$ cat config.mk
export PLATFORM = sky130hd
export DESIGN_NAME = div_ctrl
export DESIGN_NICKNAME = d
export VERILOG_FILES = /design/src/rtl/div_ctrl.sv
export SDC_FILE = /design/constraint.sdc
export NUM_CORES = 1
export LEC_CHECK = 0
export ABC_AREA = 1
export CORE_MARGIN = 2
export CORE_UTILIZATION = 35
export CTS_CLUSTER_SIZE = 30
export DETAILED_ROUTE_END_ITERATION = 8
export GPL_ROUTABILITY_DRIVEN = 0
export PLACE_DENSITY = 0.62
export SKIP_LAST_GASP = 1
export SLEW_MARGIN = 20
export SYNTH_ARGS = -nofsm -noshare
export SYNTH_HDL_FRONTEND = slang
export SYNTH_SLANG_ARGS = --single-unit
$ cat constraint.sdc
create_clock -name clk -period 3.4 [get_ports clk]
set_clock_uncertainty 0.15 [all_clocks]
set_input_delay 0.85 -clock clk [delete_from_list [all_inputs] [get_ports clk]]
set_output_delay 0.85 -clock clk [all_outputs]
set_load 0.02 [all_outputs]
$ cat src/rtl/div_ctrl.sv
// Radix-2 restoring divide controller for DIV/DIVU with a pipeline stall request.
// Latency: ready DW+1 cycles after acceptance (2 cycles for a zero divisor).
// Backpressure: stall_req holds upstream while start is held; cancel aborts in any state.
module div_ctrl #(
  parameter int DW = 32
) (
  input  logic          clk,
  input  logic          resetn,
  input  logic          start,
  input  logic          signed_div,
  input  logic [DW-1:0] opr1,
  input  logic [DW-1:0] opr2,
  input  logic          cancel,
  output logic          stall_req,
  output logic          ready,
  output logic [DW-1:0] quotient,
  output logic [DW-1:0] remainder
);

  localparam int CW = $clog2(DW);
  localparam logic [DW-1:0] ONE = DW'(1);

  typedef enum logic [1:0] {S_IDLE, S_ZERO, S_BUSY, S_DONE} state_t;

  state_t        r_state, w_next;
  logic [CW-1:0] r_cnt;
  logic [DW-1:0] r_dvd;    // dividend shifting out, quotient bits shifting in
  logic [DW-1:0] r_dvs;    // divisor magnitude
  logic [DW-1:0] r_p;      // partial remainder
  logic [DW-1:0] r_quot, r_rem;
  logic          r_neg_q, r_neg_r;

  logic          w_accept, w_dvs_zero, w_ge;
  logic [DW-1:0] w_abs1, w_abs2, w_p_sub, w_p_nxt, w_q_fin, w_r_fin;
  logic [DW:0]   w_p_sh;

  assign w_accept   = (r_state == S_IDLE) & start & ~cancel;
  assign w_dvs_zero = (opr2 == '0);
  // abs(most negative) wraps to itself and is then used as an unsigned magnitude.
  assign w_abs1     = (signed_div & opr1[DW-1]) ? (~opr1 + ONE) : opr1;
  assign w_abs2     = (signed_div & opr2[DW-1]) ? (~opr2 + ONE) : opr2;

  // One restoring step: the partial remainder keeps its carry bit so divisors above 2^(DW-1) work.
  assign w_p_sh  = {r_p, r_dvd[DW-1]};
  assign w_ge    = (w_p_sh >= {1'b0, r_dvs});
  assign w_p_sub = w_p_sh[DW-1:0] - r_dvs;
  assign w_p_nxt = w_ge ? w_p_sub : w_p_sh[DW-1:0];

  // Sign fix-up; the flags are never set for a zero divisor, so that result stays raw.
  assign w_q_fin = r_neg_q ? (~r_dvd + ONE) : r_dvd;
  assign w_r_fin = r_neg_r ? (~r_p + ONE) : r_p;

  assign ready     = (r_state == S_DONE) & ~cancel;
  assign quotient  = ready ? w_q_fin : r_quot;
  assign remainder = ready ? w_r_fin : r_rem;
  assign stall_req = resetn & start & ~cancel & (r_state != S_DONE);

  // State register.
  always_ff @(posedge clk or negedge resetn) begin
    if (!resetn) r_state <= S_IDLE;
    else         r_state <= w_next;
  end

  // Next-state logic; cancel overrides everything and returns to IDLE.
  always_comb begin
    w_next = r_state;
    if (cancel) begin
      w_next = S_IDLE;
    end else begin
      case (r_state)
        S_IDLE: if (start) w_next = w_dvs_zero ? S_ZERO : S_BUSY;
        S_ZERO: w_next = S_DONE;
        S_BUSY: if (r_cnt == CW'(DW - 1)) w_next = S_DONE;
        S_DONE: w_next = S_IDLE;
        default: w_next = S_IDLE;
      endcase
    end
  end

  // Operand capture, iteration datapath and result hold registers.
  always_ff @(posedge clk or negedge resetn) begin
    if (!resetn) begin
      r_cnt   <= '0;
      r_dvd   <= '0;
      r_dvs   <= '0;
      r_p     <= '0;
      r_quot  <= '0;
      r_rem   <= '0;
      r_neg_q <= 1'b0;
      r_neg_r <= 1'b0;
    end else begin
      if (w_accept) begin
        r_cnt   <= '0;
        r_dvs   <= w_abs2;
        r_neg_q <= signed_div & ~w_dvs_zero & (opr1[DW-1] ^ opr2[DW-1]);
        r_neg_r <= signed_div & ~w_dvs_zero & opr1[DW-1];
        // Zero divisor: preload the final answer so ZERO/DONE need no datapath work.
        r_p     <= w_dvs_zero ? opr1 : '0;
        r_dvd   <= w_dvs_zero ? '1 : w_abs1;
      end else if ((r_state == S_BUSY) && !cancel) begin
        r_p     <= w_p_nxt;
        r_dvd   <= {r_dvd[DW-2:0], w_ge};
        r_cnt   <= r_cnt + 1'b1;
      end
      if (ready) begin
        r_quot <= w_q_fin;
        r_rem  <= w_r_fin;
      end
    end
  end

endmodule

== After elaboration in Yosys (flattened, before gate mapping) ==
Cells that the tools add are included.

* Bitwise logic cells: 18
* Eq/ne operators: 7
* $add $sub $neg: 6
* $lt $le $gt $ge: 1
* Reduce and logical (&&, ||, !) cells: 6
* Mux-type cells: 20

{| class="wikitable"
|+ Operators with widths
! operator !! count
|-
| $mux 32 || 13
|-
| $add 32x1->32 const B || 4
|-
| $not 32->32 || 4
|-
| $ge 33x32->1 || 1
|-
| $logic_not 32->1 || 1
|-
| $sub 32x32->32 || 1
|-
| $and 1x1->1 || 11
|-
| $mux 5 || 2
|-
| $mux 2 || 4
|-
| $pmux 2 s4 || 1
|-
| $ne 3x3->1 const B || 2
|-
| $add 5x1->5 const B || 1
|-
| $eq 5x5->1 const B || 1
|-
| $eq 2x2->1 const B || 2
|-
| $eq 2x1->1 const B || 1
|-
| $logic_not 2->1 || 1
|-
| $ne 2x2->1 const B || 1
|-
| $not 1->1 || 2
|-
| $reduce_and 2->1 || 1
|-
| $reduce_bool 2->1 || 1
|-
| $logic_and 1x1->1 || 1
|-
| $logic_not 1->1 || 1
|-
| $xor 1x1->1 || 1
|}

* Word-level logic and storage cells: 67
* Output and inout bits: 66
* Register bits: 169
* Input bits: 69

== Logic depth before layout (Yosys ltp) ==
* Depth in word-level cells: 5
* Mapped depth: 18
* Mapped depth without buffers: 17

== Worst setup path after synthesis ==
OpenSTA, ideal clock, no wires.

* Kind: register -> output
* Start: reg r_dvd[0]
* End: out quotient[24]
* Path slack: 263 ps
* Buffers on the path: 0
* Required time: 2,400 ps
* Arrival time: 2,137 ps
* Stages on the path, launching flop included: 11
* Cells stage by stage: dfrtp_1 inv_1 ha_1 nand3_1 nor3_1 nand2_1 inv_1 nand3_1 o21ai_0 xor2_1 o21ai_0

* Longest elaborated chain between the ends: 4

{| class="wikitable"
|+ Ends and longest elaborated chain
! what !! line !! text
|-
| start: declaration || 27 || <nowiki>logic [DW-1:0] r_dvd;</nowiki>
|-
| start signal: assignment || 99 || <nowiki>r_dvd <= w_dvs_zero ? '1 : w_abs1;</nowiki>
|-
| start signal: assignment || 102 || <nowiki>r_dvd <= {r_dvd[DW-2:0], w_ge};</nowiki>
|-
| $not 32->32 || 50 || <nowiki>assign w_q_fin = r_neg_q ? (~r_dvd + ONE) : r_dvd;</nowiki>
|-
| $add 32x1->32 || 50 ||
|-
| $mux 32 || 50 ||
|-
| $mux 32 || n/a ||
|-
| end: declaration || 16 || <nowiki>output logic [DW-1:0] quotient,</nowiki>
|}

No other way between the ends.

== Worst setup path after layout ==
* Start: reg r_dvd[1]
* End: out quotient[28]

The elaborated chain is that of the path after synthesis.

==> impl_metrics.yaml <==
routing:
  ant_nets: 0
  vias: 14705
  first_pass_iters: 6
  drtIter0Drc: 1324
  avgRoutedWirePerCell_um: 15.9
  vias_per_cell: 5.06
  drc_errors: 0
  drt-total-wl_um: 46300
die:
  die_y_um: 200
  die_x_um: 200
  dieArea_um2: 39800
  ioPinCount: 135
  initial_core_util_pct: 35.5
  rows: 71
  core_um2: 37700
worst_setup_path:
  critical_path.max_stage_delay_ns: 0.41
  crit_path_end: "quotient[28]"
  end_kind: "output pin"
  startpoint: "r_dvd[1]$_DFFE_PN0P_"
  arrival_ns: 2.41
  crit_path_start_kind: "register"
  crit_slowest_cell: "dfrtp_1"
  crit_required_ns: 2.40
  r2r.worst_path.cells: 23
  cpMostUsedCell: "nand2_2"
  crit_chain: "inv_2 -> ha_4 -> nand3_4 -> nor3_2 -> buf_4 -> nand2_4 -> inv_2 -> nand3_4 -> o21ai_4 -> buf_6 -> nand2_2 -> nand2_2 -> nand3_2 -> nand2_2 -> buf_6"
  r2r-end: "r_rem[28]$_DFF_PN0_"
  crit_fanout: 4
  path_class: "reg -> out"
  regToRegSetupSlack_ns: 0.12
  r2r-start: "r_p[0]$_DFFE_PN0P_"
sta:
  max_freq_ghz: 0.293
  setup_violations: 1
  relSlewSlack_pct: 48.1
  hold_viol: 0
  setup_tns_ns: -0.00873
  final.period_utilization_pct: 100
  timing.final.ws_setup_ns: -0.00873
  tightest_slew_ns: 0.779
  final_max_slew_viol_count: 0
  post-route-min-period_ns: 3.41
  rsz0062_at_grt: "true"
power_and_ir_drop:
  switching_share_pct: 51.8
  internal_power_mw: 8.69
  power.leakage_nw: 9.07
  p_comb_share_pct: 69.0
  p_switching_mw: 9.35
  p_seq_share_pct: 20.1
  p_clk_share_pct: 10.9
  ir_drop_mv: 0.439
  power_mw: 18.0
  p_per_area_nw_per_um2: 1020
min_path:
  hold_path_startpoint: "r_quot[15]$_DFF_PN0_"
  hp-class: "reg -> reg"
clocking:
  clockBufferDepth: 2
  hold_buffers: 0
  insertion_delay_ns: 0.45
  cts_inserted_buffers: 17
  cts_sinks: 169
  h-tree-depth: 4
  clkSlewWorstSetupHoldPaths_ns: 0.07
  cts_tree: "yes"
  clock_tree.root_cell: "clkbuf_16"
synth:
  synth-async-reset-ratio_pct: 100
  yosysSeqAreaShare_pct: 31.6
  syn_area_per_cell_um2: 6.35
  ys.flop_type: "dfrtp_1"
  synth_nets: 2221
  ys_ff_latch: 169
  synth.distinct_cells: 44
  synth-edff-count: 0
  yosys.area.top_type: "dfrtp_1"
  syn_inst: 2110
  netlist.area_leader.share_pct: 31.6
  netlist_area_um2: 13400
  ys_warn_count: 0
  yosys-top-cells-area: "dfrtp_1 (32%), nand2_1 (19%), inv_1 (9.2%)"
layout:
  fillers: 3875
  layoutNonFillerInstCount: 2906
  fin_area_um2: 17700
  finalNetCount: 2492
  area_growth_pct: 31.9
  final_common_cell: "nand2_1"
  mostFrequentLayoutCells: "nand2_1 (626), inv_1 (318), buf_4 (177), dfrtp_1 (169), nor2_1 (159)"
  layout-drive-gt1-share_pct: 17.8
grt:
  overflow: 0
  grt_pass1_vias: 13838
  antenna_found_initial: 1
  grt_max_degree: 111
  grt_pass1_wl_um: 73000
  grt_usage_pct: 23.4
placed_design:
  io_buffers: 134
  place_inst: 2835
  place_hpwl_um: 35600
  placed_cell_area_um2: 16300
outcome:
  violations: "setup timing"
  status: "complete, but fails checks"
job:
  cap_violations: 0
-- cell usage after synthesis, drive strengths merged, types with 10 or more instances --
cell	n
inv	328
a21oi	67
nor2	179
dfrtp	169
o211ai	10
or2	16
nand4	51
buf	19
nand2	666
clkbuf	49
o21ai	164
ha	41
nor3	41
xor2	69
nand3	171
xnor2	13
nand3b	11
-- what timing repair did --
item / 4_1_cts / 5_1_grt
resized for setup: 335 / 179
setup buffers: 30 / 12
cloned: 0 / 0
setup endpoints to repair: 66 / 63
pin swaps: 23 / 48
-- power groups by stage --
| stage | combinational (mW) | sequential [mW] | clock [mW] |
|---|---|---|---|
| 3_3_place_gp | 11.3 | 3.59 | 0 |
| 3_5_place_dp | 11.4 | 3.60 | 0 |
| 6_report | 12.4 | 3.63 | 1.97 |
| 4_1_cts | 11.6 | 3.59 | 2.01 |
| 2_1_floorplan | 7.28 | 3.48 | 0 |
| 5_1_grt | 13.8 | 3.73 | 2.10 |
-- metal layers --
layer	wire (um)	GRT usage, %	vias up	part of all wire [%]
met5	11	0	-	0.024
met4	906	6.58	2	2.0
met3	2940	2.90	49	6.3
met2	20300	36.5	469	44
met1	22200	33.9	6932	48
li1	-	-	7253	-
-- metrics by stage --
stage                     setup WS (ns)  utilization (%)  hold WS [ns]
after global routing             -0.152             46.9         0.339
after floorplan                   0.263                -         0.299
after detailed placement         -0.495             43.2         0.313
after global placement           -0.373             43.2         0.312
after CTS                        -0.116             45.7         0.333
final                          -0.00873             46.9         0.326
-- worst min path at each step --
| stage | cells after the start | slack, ns | end |
|---|---|---|---|
| after global routing | 2 | 0.34 | r_quot[19]$_DFF_PN0_ |
| final | 2 | 0.33 | r_quot[15]$_DFF_PN0_ |
| after CTS | 2 | 0.33 | r_quot[15]$_DFF_PN0_ |
| after global placement | 2 | 0.31 | r_rem[17]$_DFF_PN0_ |
| after floorplan | 2 | 0.30 | r_dvs[25]$_DFFE_PN0P_ |
| after detailed placement | 2 | 0.31 | r_rem[26]$_DFF_PN0_ |
-- area by class of cell --
class | count | area [um^2] | share of cell area, %
multi-input combinational | 1545 | 8260 | 46.8
sequential | 169 | 4230 | 23.9
timing repair buffer | 320 | 2740 | 15.5
inverter | 328 | 1230 | 6.97
tap | 511 | 639 | 3.62
clock buffer | 18 | 429 | 2.43
clock inverter | 14 | 138 | 0.779
antenna | 1 | 2.50 | 0.0142
-- worst max-delay path: cells and delay by family (launching register included) --
kind / cells / cell delay [ns]
buf+inv: 5 / 0.62
compound gates: 1 / 0.18
flops: 1 / 0.41
fa+ha+maj: 1 / 0.16
simple gates: 8 / 0.59
-- cells by family (layout without fill, tap and decap cells) --
logic type               count (synthesis)  count (layout)  synth area share [%]
AND/OR/NAND/NOR                       1145            1145                  36.6
buffers and inverters                  396             680                  11.4
AO/OA/AOI/OAI                          276             276                  11.1
flip-flops                             169             169                  31.6
XOR/XNOR                                82              82                  5.36
adder cells (fa/ha/maj)                 42              42                  3.98
other                                    0               1                     0
-- state kept, by name, indices dropped and copies added, names as in the netlist --
register and count:
r_cnt 5, r_p 32, r_state 2, r_rem 32, r_dvd 32, r_dvs 32
r_neg_q 1, r_neg_r 1, r_quot 32
Power figures use the tool's default switching activity.
==> variant 1 (config.mk and constraints unchanged) <==
Reset style: synchronous (`resetn`), changed in 2 clocked blocks.
--- a/src/rtl/div_ctrl.sv
+++ b/src/rtl/div_ctrl.sv
@@ -58,3 +58,3 @@
   // State register.
-  always_ff @(posedge clk or negedge resetn) begin
+  always_ff @(posedge clk) begin
     if (!resetn) r_state <= S_IDLE;
@@ -80,3 +80,3 @@
   // Operand capture, iteration datapath and result hold registers.
-  always_ff @(posedge clk or negedge resetn) begin
+  always_ff @(posedge clk) begin
     if (!resetn) begin
Behaviour: differs if resetn is asserted again (counterexample within 4 cycles, from zero or initial values and one cycle with resetn low); with resetn held inactive, the same outputs for 10 cycles.
==> variant 1 against the unedited design <==
- the flow still finishes with violations (negative setup slack)
- worst setup slack got worse by 0.046 ns
- sequential cell count stayed put
- die area is 5.6% higher
- non-clock buffer count shrank 55
- synthesized area is 5.7% higher
- wire length increased by 9.2%
- largest cell class unchanged
- via count is 8.8% higher
- final area down 1.1%
Power is not compared: it rests on default switching activity, and its combinational part moved more than twofold at a synthesized area within 25%.
==> variant 1: results (changes against the unedited design) <==
result of the run=finished with violations (unchanged); violated checks=negative setup slack (unchanged); Worst path slowest cell=dfxtp_4 (was dfrtp_1); number of antenna violations at the first check in global routing=0 (was 1); minimum setup slack after placement=-0.423 ns (was -0.495 ns); number of instances in the placed design=3,128 (was 2,835); antenna cell count=0 (was 1); Worst R2R End=r_p[20] (was r_rem[28]); first-pass GRT wire length=78,300 um (was 73,000 um); highest fanout seen on the critical path=5 (was 4); Avg Inst Size Synth=5.81 um2 (was 6.35 um2); number of flops mapped to enable cells by yosys=0 (unchanged); final worst-path setup slack=-0.0542 ns (was -0.00873 ns); Unique masters post-synth=51 (was 44); commonest register cell after synthesis=dfxtp_1 (was dfrtp_1); Clock H-tree levels=4 (unchanged); share of final-layout standard cells stronger than drive strength 1=14.7% (was 17.8%); total routing resource utilization after global routing=23.9% (was 23.4%); area share of the largest cell type after synthesis=23.9% (was 31.6%); start point of the worst hold path=r_quot[19] (was r_quot[15]); net count reported at finish=2,745 (was 2,492); Via Count=16,000 (was 14,700); Detailed Route Iter0 Violations=1,341 (was 1,324); Async S/R FF share, synth=0% (was 100%); CTS Root Buffer Type=clkbuf_16 (unchanged); cell type with the highest aggregate area in the netlist=dfxtp_1 (was dfrtp_1); maximum number of pins on one net before global-route repair=86 (was 111); clock latency on the worst-skew pair=between 0.4 and 0.5 ns; capture point of the worst path=quotient[27] (was quotient[28]); Final Setup Violations=2 (was 1); reg-to-reg slack, setup=0.40 ns (was 0.12 ns); DRT Wirelength=50,600 um (was 46,300 um); number of standard cells in the final layout excluding fillers=3,171 (was 2,906); leading post-synthesis cells by cell area=dfxtp_1 (24%), nand2_1 (17%), inv_1 (11%) (was dfrtp_1 (32%), nand2_1 (19%), inv_1 (9.2%)); deepest clock path buffer count=2 (unchanged); filler cell count=4,307 (was 3,875); net count after synthesis=2,548 (was 2,221); Worst Path Arrival=2.45 ns (was 2.41 ns); port buffer count=134 (unchanged); half-perimeter wire length of the detailed placement result=39,000 um (was 35,600 um); part of the Yosys area used for sequential elements=23.9% (was 31.6%); Max Cap Viol=0 (unchanged); category of cells accounting for the largest share of critical-path delay=simple AND/OR/NAND/NOR gates (was buffers and inverters); transition at the pin with the smallest max-transition slack=0.906 ns (was 0.779 ns); r2r startpoint=r_p[17] (was r_p[0]); via count of the first global-routing pass=14,600 (was 13,800); Critical path origin=r_dvd[11] (was r_dvd[1]); depth of the worst register-to-register path=16 (was 23); top cells by instance count after synthesis=nand2_1 (646), inv_1 (406), nor2_1 (285), nand3_1 (201), dfxtp_1 (169) (was nand2_1 (660), inv_1 (327), nor2_1 (171), nand3_1 (170), dfrtp_1 (169)); largest incremental delay on the critical path=0.38 ns (was 0.41 ns); number of buffers added by the clock tree synthesis step=17 (unchanged)
variant 1: how the worst min path moves through the flow:
stage | end | slack (ns)
after floorplan | r_dvs[0] | 0.28
after detailed placement | r_quot[17] | 0.31
after CTS | r_quot[17] | 0.33
final | r_quot[19] | 0.32
after global placement | r_rem[21] | 0.31
after global routing | r_quot[23] | 0.35
variant 1: repair_timing:
item	in CTS	in global routing
pin swaps	2	10
setup buffers	2	6
gates resized for setup	187	114
setup endpoints to repair	64	63
hold buffers	0	0
cloned	3	0
variant 1: power breakdown:
| part | internal, mW | switching (mW) |
|---|---|---|
| sequential | 2.09 | 0.141 |
| combinational | 1.07 | 2.04 |
| clock | 0.994 | 1.03 |
variant 1: logic make-up after synthesis:
logic type / share of synthesized area, %
AND/OR/NAND/NOR: 42.5
buffers and inverters: 14.0
AO/OA/AOI/OAI: 11.3
flip-flops: 23.9
XOR/XNOR: 4.39
adder cells (fa/ha/maj): 3.85
variant 1: through the flow:
step	cell area (um2)	util [%]	setup TNS (ns)	hold WS (ns)
after detailed placement	16700	42.0	-21.04	0.314
after global placement	16700	42.0	-20.42	0.309
after global routing	17500	43.9	-0.446	0.351
after CTS	17500	44.0	-0.675	0.325
final	17500	43.9	-0.0830	0.323
after floorplan	14200	-	0	0.282
variant 1: area by class of cell:
cell class | count | area share [%]
multi-input combinational | 1761 | 51.6
sequential | 169 | 19.5
timing repair buffer | 265 | 12.7
inverter | 419 | 9.05
tap | 525 | 3.76
clock buffer | 17 | 2.44
clock inverter | 15 | 0.989
variant 1: routing by layer:
metal	wire, um	global-route usage (%)
met1	23500	33.9
met2	21800	36.1
met3	3400	2.86
met4	1840	10.6
met5	0	0
==> variant 2 (config.mk and constraints unchanged) <==
Without the edit above. `DW`: 32 -> 16.
--- a/src/rtl/div_ctrl.sv
+++ b/src/rtl/div_ctrl.sv
@@ -4,3 +4,3 @@
 module div_ctrl #(
-  parameter int DW = 32
+  parameter int DW = 16
 ) (
Interface: changed (resized opr1, opr2, quotient and remainder); port bits go from 135 to 71. No check against the original RTL was run, so the function may have changed too.
==> variant 2 against the unedited design <==
- sequential cell count is 81 lower
- total power is 56% lower
- fmax is 2.5% higher
- final area is 55% lower
- die area is 51% lower
- register-to-register slack better by 0.77 ns
- synthesized area is 51% lower
- worst setup slack better by 0.082 ns
- wire length is 60% lower
- synthesized cell count is 56% lower
- critical path type is now input pin to primary output
- critical endpoint is now quotient[5]
- highest routed layer is now met4
==> variant 2: results (changes against the unedited design) <==
first-pass GRT wire length=30,400 um (was 73,000 um); XOR/XNOR Fraction of Synth Area=6.20% (was 5.36%); net count reported at finish=1,085 (was 2,492); net count after synthesis=999 (was 2,221); maximum number of pins on one net before global-route repair=54 (was 111); Worst R2R End=r_p[14] (was r_rem[28]); result of the run=finished, final reports clean (was finished with violations); area of placed instances=0.00758 mm2 (was 0.0163 mm2); port buffer count=70 (was 134); Via Count=6,243 (was 14,700); filler cell count=1,868 (was 3,875); DR pass1 iterations=5 (was 6); part of the Yosys area used for sequential elements=33.9% (was 31.6%); total routing resource utilization after global routing=19.4% (was 23.4%); category of cells accounting for the largest share of critical-path delay=buffers and inverters (unchanged); start point of the worst hold path=r_rem[13] (was r_quot[15]); depth of the worst register-to-register path=15 (was 23); Synth Area in Adders=4.93% (was 3.98%); clock latency on the worst-skew pair=0.35 ns (was 0.45 ns); via count of the first global-routing pass=5,911 (was 13,800); DRT Wirelength=18,500 um (was 46,300 um); leading post-synthesis cells by cell area=dfrtp_1 (34%), nand2_1 (13%), inv_1 (8.4%) (was dfrtp_1 (32%), nand2_1 (19%), inv_1 (9.2%)); Leakage=4.13 nW (was 9.07 nW); minimum setup slack after placement=-0.327 ns (was -0.495 ns); Worst path slowest cell=clkdlybuf4s50_1 (was dfrtp_1); highest fanout seen on the critical path=22 (was 4); share of final-layout standard cells stronger than drive strength 1=9.63% (was 17.8%); capture point of the worst path=quotient[5] (was quotient[28]); Unique masters post-synth=46 (was 44); worst-case hold path end point=r_rem[13] (was r_quot[15]); number of buffers added by the clock tree synthesis step=9 (was 17); Critical path origin=cancel (was r_dvd[1]); Clock H-tree levels=3 (was 4); largest incremental delay on the critical path=0.45 ns (was 0.41 ns); half-perimeter wire length of the detailed placement result=14,500 um (was 35,600 um); Detailed Route Iter0 Violations=524 (was 1,324); transition at the pin with the smallest max-transition slack=0.640 ns (was 0.779 ns); total of cells resized after clock tree synthesis=42 (was 335); top cells by instance count after synthesis=nand2_1 (233), inv_1 (145), dfrtp_1 (88), o21ai_0 (80) (was nand2_1 (660), inv_1 (327), nor2_1 (171), nand3_1 (170), dfrtp_1 (169)); compound-gate portion of the synthesized area=13.3% (was 11.1%); Avg Inst Size Synth=6.93 um2 (was 6.35 um2); average via count per standard cell=4.97 (was 5.06); layout overhead on the synthesized area=21.2% (was 31.9%); number of setup buffers added after CTS=0 (was 30); r2r startpoint=r_p[1] (was r_p[0]); final critical path time including I/O delays and setup=3.33 ns (was 3.41 ns); WHS=0.325 ns (was 0.326 ns); Synthesis Warnings=0 (unchanged); Worst Path Arrival=2.33 ns (was 2.41 ns); mux contribution to synthesized area=0.154% (was 0%)
==> variant 2: power by group <==
group          internal [mW]  total (mW)  switching [mW]
Clock                  0.607        1.03           0.426
Sequential              1.54        1.84           0.295
Combinational           1.81        5.02            3.21
Total                   3.96        7.89            3.93
==> variant 2: layout make-up <==
type | count | area (um2) | area share [%]
clock buffer | 11 | 253 | 3.21
tap | 229 | 287 | 3.64
clock inverter | 5 | 55.1 | 0.699
timing repair buffer | 101 | 897 | 11.4
inverter | 157 | 593 | 7.53
multi-input combinational | 666 | 3590 | 45.6
sequential | 88 | 2200 | 28.0
==> variant 2: layer usage <==
layer / GRT usage, % / vias to the layer above / wire length [um] / share of wire (%)
li1: - / 3171 / - / -
met1: 29.1 / 2885 / 9170 / 49
met2: 29.3 / 168 / 8090 / 44
met3: 3.32 / 19 / 1040 / 5.6
met4: 4.68 / 0 / 245 / 1.3
met5: 0 / - / 0 / 0
